===== src/rtl/mult_pkg.sv =====
// rtl/mult_pkg.sv - shared rank type and rank-count helper for the pipelined multiplier
package mult_pkg;

  localparam int W   = 14;
  localparam int BPS = 2;

  // One pipeline rank: qualifier, running sum, and the operands still being retired
  typedef struct packed {
    logic             valid;
    logic [2*W-1:0]   acc;
    logic [W-1:0]     mcand;
    logic [W-1:0]     mplier;
  } mult_rank_t;

  // Number of register ranks needed to retire all multiplier bits
  function automatic int ranks(input int w, input int bps);
    return w / bps;
  endfunction

endpackage


===== src/rtl/mult_step.sv =====
// rtl/mult_step.sv - one combinational shift-and-add step of the multiplier
module mult_step #(
  parameter int WIDTH = 14,
  parameter int IDXW  = 4
) (
  input  logic [2*WIDTH-1:0] acc_in,
  input  logic [WIDTH-1:0]   mcand_in,
  input  logic [WIDTH-1:0]   mplier_in,
  input  logic [IDXW-1:0]    bit_idx,
  output logic [2*WIDTH-1:0] acc_out
);

  logic [2*WIDTH-1:0] w_shifted;

  // Multiplicand is widened before shifting so no partial product bits are lost
  assign w_shifted = {{WIDTH{1'b0}}, mcand_in} << bit_idx;
  assign acc_out   = mplier_in[bit_idx] ? (acc_in + w_shifted) : acc_in;

endmodule


===== src/rtl/pipelined_multiplier.sv =====
// rtl/pipelined_multiplier.sv - pipelined unsigned shift-and-add multiplier; optional addend via MULT_ADDEND_EN
module pipelined_multiplier
  import mult_pkg::*;
#(
  parameter int WIDTH          = W,
  parameter int BITS_PER_STAGE = BPS
) (
  input  logic                 clk_in,
  input  logic                 rst_in,
  input  logic [WIDTH-1:0]     multiplicand_in,
  input  logic [WIDTH-1:0]     multiplier_in,
  input  logic                 data_valid_in,
  input  logic                 pause,
`ifdef MULT_ADDEND_EN
  input  logic [WIDTH-1:0]     addend_in,
`endif
  output logic [2*WIDTH-1:0]   product_out,
  output logic                 data_valid_out
);

  localparam int L    = ranks(WIDTH, BITS_PER_STAGE);
  localparam int IDXW = $clog2(WIDTH);

  // The rank type is sized by the package, so the operand width must agree with it
  if (WIDTH % BITS_PER_STAGE != 0) begin : g_bad_bps
    $error("WIDTH must be a multiple of BITS_PER_STAGE");
  end
  if (WIDTH != W) begin : g_bad_width
    $error("WIDTH must match mult_pkg::W");
  end

  mult_rank_t r_rank [L];
  mult_rank_t w_next [L];
  logic [2*WIDTH-1:0] w_init_acc;

`ifdef MULT_ADDEND_EN
  assign w_init_acc = {{WIDTH{1'b0}}, addend_in};
`else
  assign w_init_acc = '0;
`endif

  for (genvar i = 0; i < L; i++) begin : g_rank
    mult_rank_t         w_src;
    logic [2*WIDTH-1:0] w_acc [BITS_PER_STAGE+1];

    if (i == 0) begin : g_first
      assign w_src = {data_valid_in, w_init_acc, multiplicand_in, multiplier_in};
    end else begin : g_later
      assign w_src = r_rank[i-1];
    end

    assign w_acc[0] = w_src.acc;

    for (genvar j = 0; j < BITS_PER_STAGE; j++) begin : g_step
      mult_step #(
        .WIDTH (WIDTH),
        .IDXW  (IDXW)
      ) u_step (
        .acc_in    (w_acc[j]),
        .mcand_in  (w_src.mcand),
        .mplier_in (w_src.mplier),
        .bit_idx   (IDXW'(i * BITS_PER_STAGE + j)),
        .acc_out   (w_acc[j+1])
      );
    end

    assign w_next[i] = {w_src.valid, w_acc[BITS_PER_STAGE], w_src.mcand, w_src.mplier};
  end

  // Advance every rank together; reset flushes in-flight ops, pause freezes the whole pipe
  always_ff @(posedge clk_in) begin
    if (rst_in) begin
      for (int k = 0; k < L; k++) begin
        r_rank[k] <= '0;
      end
    end else if (!pause) begin
      for (int k = 0; k < L; k++) begin
        r_rank[k] <= w_next[k];
      end
    end
  end

  assign product_out    = r_rank[L-1].acc;
  assign data_valid_out = r_rank[L-1].valid;

endmodule


===== config.mk =====
export PLATFORM = sky130hd
export DESIGN_NAME = pipelined_multiplier
export DESIGN_NICKNAME = d
export VERILOG_FILES = /design/src/rtl/mult_pkg.sv /design/src/rtl/mult_step.sv /design/src/rtl/pipelined_multiplier.sv
export SDC_FILE = /design/constraint.sdc
export NUM_CORES = 1
export LEC_CHECK = 0
export ABC_AREA = 1
export CORE_UTILIZATION = 60
export DETAILED_ROUTE_END_ITERATION = 12
export PLACE_DENSITY = 0.74
export SLEW_MARGIN = 20
export SYNTH_ARGS = -nofsm -noshare
export SYNTH_HDL_FRONTEND = slang
export SYNTH_SLANG_ARGS = --single-unit

===== constraint.sdc =====
create_clock -name clk_in -period 10.97 [get_ports clk_in]
set_input_delay 1.6455 -clock clk_in [delete_from_list [all_inputs] [get_ports clk_in]]
set_output_delay 1.6455 -clock clk_in [all_outputs]
set_load 0.02 [all_outputs]

# Yosys cells after proc, flatten, opt, wreduce, memory -nomap -nowiden
# Memory sizes are Yosys's and may differ from the RTL's.
# Cells that the tools add are included.
[word_totals]
ff_bits = 0
mem_bits_rw = 399
output_inout_bits = 29
wordCells = 47
n_memories = 1
[op_classes]
add_sub_neg = 13
muxes = 26
n_bitwise = 7
[mem_list]
columns = ["memory", "depth", "word_bits", "read_ports", "rd_ports_with_merged_regs", "write_ports", "line", "text"]
rows = [
  ["r_rank", 7, 57, 7, 0, 7, "pipelined_multiplier.sv:32", "mult_rank_t r_rank [L];"],
]
[ops]
columns = ["op", "n"]
rows = [
  ["57-bit two-way mux", 7],
  ["28-bit two-way mux", 13],
  ["28-bit by 16-bit adder with 28-bit output", 1],
  ["28-bit by 17-bit adder with 28-bit output", 1],
  ["28-bit by 18-bit adder with 28-bit output", 1],
  ["28-bit by 19-bit adder with 28-bit output", 1],
  ["28-bit by 20-bit adder with 28-bit output", 1],
  ["28-bit by 21-bit adder with 28-bit output", 1],
  ["28-bit by 22-bit adder with 28-bit output", 1],
  ["28-bit by 23-bit adder with 28-bit output", 1],
  ["28-bit by 24-bit adder with 28-bit output", 1],
  ["28-bit by 25-bit adder with 28-bit output", 1],
  ["28-bit by 26-bit adder with 28-bit output", 1],
  ["28-bit by 27-bit adder with 28-bit output", 1],
  ["14-bit by 15-bit adder with 16-bit output", 1],
  ["14-bit two-way mux", 1],
  ["1-bit bitwise OR", 7],
  ["1-bit two-way mux", 5],
]

# Logic depth before layout (Yosys ltp)
# An unclocked memory read counts as a cell.
[logic_depth]
word_depth = 6
mapped_depth = 20
mapped_depth_nobuf = 20

# Cells and area by module
# A second synthesis with hierarchy kept.
[hier_totals]
hier_cells = 10650
area_unflattened_um2 = 60016.3
[modules_own_cells]
columns = ["mod", "instances", "cells_per_inst", "area_per_inst_um2", "seq_area_each_um2"]
rows = [
  ["mult_step (g_rank[2].g_step[1].u_step ...)", 9, 677, 3284.4, 0.0],
  ["pipelined_multiplier", 1, 1159, 14154.8, 11140.7],
  ["mult_step (g_rank[0].g_step[1].u_step ...)", 4, 681, 3264.4, 0.0],
  ["mult_step (g_rank[0].g_step[0].u_step)", 1, 674, 3244.4, 0.0],
]

# Least setup slack after synthesis
# No wires, ideal clock.
[synth_timing]
path_kind = "input to register"
from = "input rst_in"
to = "memory r_rank[0][10] (netlist bit), enable pin"
setup_time_ps = 2159
arrival_time_ps = 6469
required_ps = 8811
slack_ps = 2342
path_stages = 3
path_buffers = 1
path_cell_list = "buf_6 inv_1 nand2_1"
[synth_rtl]
columns = ["element", "line", "text"]
rows = [
  ["start, declared", "pipelined_multiplier.sv:9", "input logic rst_in,"],
  ["end, declared", "pipelined_multiplier.sv:32", ""],
]

==> key figures <==
Clocking
  – H-tree depth reported by CTS: 2
  – Post-CTS Setup Bufs: 0
  – Worst-path clk slew: 50 ps
  – CTS tree: yes
  – Clock sinks: 287
  – Number of hold buffers added after cts: 0
  – CTS max path bufs: 3
  – Num CTS Buffers: 35
  – Resized Gates After CTS: 0
  – Root buf cell: clkbuf_16
  – Worst skew pair latency: 540 ps

Run status
  – Status: completed

Synth
  – FFs w/ async S/R, synth: 0%
  – Area leader, netlist: edfxtp_1
  – Count leader, synth: nand2_1
  – Synth top area share: 36.7%
  – Yosys warns: 0
  – Synth unique cells: 47
  – Cell Area, Synth: 0.0235 mm^2
  – Dominant cells by area after synthesis: edfxtp_1 37%, nand2_1 13%, ha_1 11%
  – Seq/Total Area, Yosys: 36.7%
  – Most frequent cells after synthesis: 783 x nand2_1, 502 x inv_1, 287 x edfxtp_1, 252 x nand3_1, 216 x nor2_1
  – Post-synth EDFFs: 287
  – Post-synthesis cell count: 2979
  – Synth Net Count: 3223
  – Synth Register Bits: 287
  – Syn_area_per_cell: 7.88 um^2
  – Top_reg_cell synth: edfxtp_1

Global routing
  – Gr ovfl total: 0
  – All-Layer GR Usage: 28.9%
  – First-pass GRT wire length: 91200 um
  – Antenna violations before repair: 0
  – Vias in the first global route: 18200
  – Largest net degree at the start of global routing: 79

Critical path
  – Cell mode on critical path: buf_4
  – Worst Path Arrival: 5480 ps
  – Setup crit start kind: input port
  – WP data required: 11250 ps
  – Register-to-Register Path Depth: 17
  – Buf+Inv Stages, Crit Path: 4
  – Crit end category: register
  – CP peak stage delay: 900 ps
  – CP Depth: 7
  – Family with the most delay on the worst path: buffers and inverters
  – Worst path slowest cell: clkdlybuf4s50_1
  – Crit-path max FO: 64
  – CP Cell Sequence: clkdlybuf4s50_1, nor2_4, inv_8, buf_4, buf_4, nor2_8, a22o_1
  – WS Path Type: input port to register

Cells and area
  – Share of cells above drive strength 1: 9.30%
  – Max FFs per register: 287
  – Layout area overhead: 8.88%
  – Fin nets: 3282
  – Fin area: 0.0256 mm^2
  – ANT cells: 0
  – Top Registers: r_rank x287
  – Reg with most FFs: r_rank

Drt
  – Drt pass-1 iters: 6
  – Vias/cell: 5.42
  – Routed Antenna Nets: 0
  – Routed wire length: 56200 um
  – DRC Markers: 0
  – WL/cell: 15.7 um
  – Via count: 19400
  – Iter 0 DRT Violations: 1362

Floorplan
  – Starting Density: 60.8%
  – Die area: 0.0399 mm^2
  – Die Span Y: 200 um
  – # IOs: 61
  – Row count: 72
  – Core area: 0.0386 mm^2
  – Chip width: 200 um

Power and ir drop
  – Flop pwr share: 39.9%
  – Total Power: 0.00346 W
  – Worst VDD drop: 0.135 mV
  – Clk pwr share: 35.6%
  – Pleak: 12.7 nW
  – Switch share: 31.5%
  – Switching Power: 0.00109 W
  – Comb power frac: 24.5%
  – Power Density: 135 mW/mm^2
  – Internal power: 0.00237 W

Worst hold path
  – WHS Path Cells: 2
  – HP Class: register to register

Timing
  – Hold Violations, Final: 0
  – RSZ-0062 raised after global routing: false
  – Setup tns final: 0 ps
  – Worst-Margin Slew: 993 ps
  – Final setup viols: 0
  – Fin crit period: 5190 ps
  – Max-Slew Margin vs Limit: 33.8%
  – Final worst-path cycle share: 47.4%
  – Skew final: 11.6 ps
  – Max Freq: 193 MHz
  – Max-slew violations: 0

Placed design
  – Area after DPL: 0.0244 mm^2
  – GP Congestion: 0.925
  – IO buf count: 60
  – DP HPWL: 43500 um

Job
  – Max_cap viols: 0
power groups by stage:
stage	clock, W	combinational [W]	sequential, W
2_1_floorplan	0	0.000652	0.00139
3_3_place_gp	0	0.000817	0.00140
3_5_place_dp	0	0.000835	0.00140
4_1_cts	0.00125	0.000843	0.00138
5_1_grt	0.00129	0.000961	0.00139
6_report	0.00123	0.000848	0.00138
path summary, 6_finish.rpt:
check / from / end / slack, ps
max: rst_in / r_rank[4][38]$_SDFFCE_PN0P_ / 5780
min: r_rank[2][31]$_SDFFCE_PN0P_ / r_rank[3][31]$_SDFFCE_PN0P_ / 550
max reg2reg: r_rank[1][14]$_SDFFCE_PN0P_ / r_rank[2][45]$_SDFFCE_PN0P_ / 7430
min reg2reg: r_rank[2][31]$_SDFFCE_PN0P_ / r_rank[3][31]$_SDFFCE_PN0P_ / 550
logic make-up (layout without fill, tap and decap cells):
kind of cell               count (synthesis)  count (layout)  share of synthesized area [%]
DFF                                      287             287                           36.7
adders and majority gates                212             212                           11.7
and+or+nand+nor                         1521            1521                           30.9
buffers and inverters                    565             649                           10.2
AOI/OAI and AO/OA                        344             344                           8.65
xor gates and xnor gates                  50              50                           1.86
stage by stage:
stage	worst slack, ps	util (%)	hold WS [ps]	instances
floorplan	2340	-	505	2979
global route	5550	66.2	562	3581
detailed placement	5200	63.0	530	3519
finish	5780	66.2	549	3581
CTS	5770	66.2	555	3581
global placement	5280	63.0	511	3519
per-layer routing:
metal,wire (um),track usage [%]
met5,0,0
met4,1530,9.16
met3,2870,3.28
met2,26700,49.0
met1,25100,38.7
placed cells by master (no fill, tap or decap), types with 5 or more instances in the layout:
cell type and n:
nor3_1 11, nand4_1 27, nand3_2 11, nand2_2 13, fa_1 13, buf_4 7
bufinv_16 6, and2_1 27, o21bai_1 14, o21ai_1 8, inv_2 13, a21o_1 10
a21oi_1 163, or2_1 5, a21oi_2 5, o21ai_2 6, xnor2_1 14, clkdlybuf4s50_1 60
a22o_1 12, nand2_1 782, o22ai_1 8, clkinv_2 7, xor2_1 36, a21boi_0 24
nor2_4 91, nand3b_1 11, nor2_2 15, edfxtp_1 287, ha_1 199, o21ai_0 65
inv_1 502, a31oi_1 8, clkinv_1 7, o21a_1 6, nor2_1 215, or2_2 55
nand3_1 252, clkbuf_16 37
layout make-up:
type	instances	area (um^2)
repair buffers	67	653
well taps	518	648
flip-flops and latches	287	8620
clock buffers	41	941
fillers	3244	13100
inverters	520	1960
multi-input cells	2127	12500
clock inverters	21	265
worst reg2reg max path: cells and delay by family, from the launching register on:
kind,cells,cell delay [ps]
and+or+nand+nor,12,1250
AOI/OAI and AO/OA,2,520
adders and majority gates,3,1060
DFF,1,470
No activity file was read; power rests on OpenSTA's default activity.
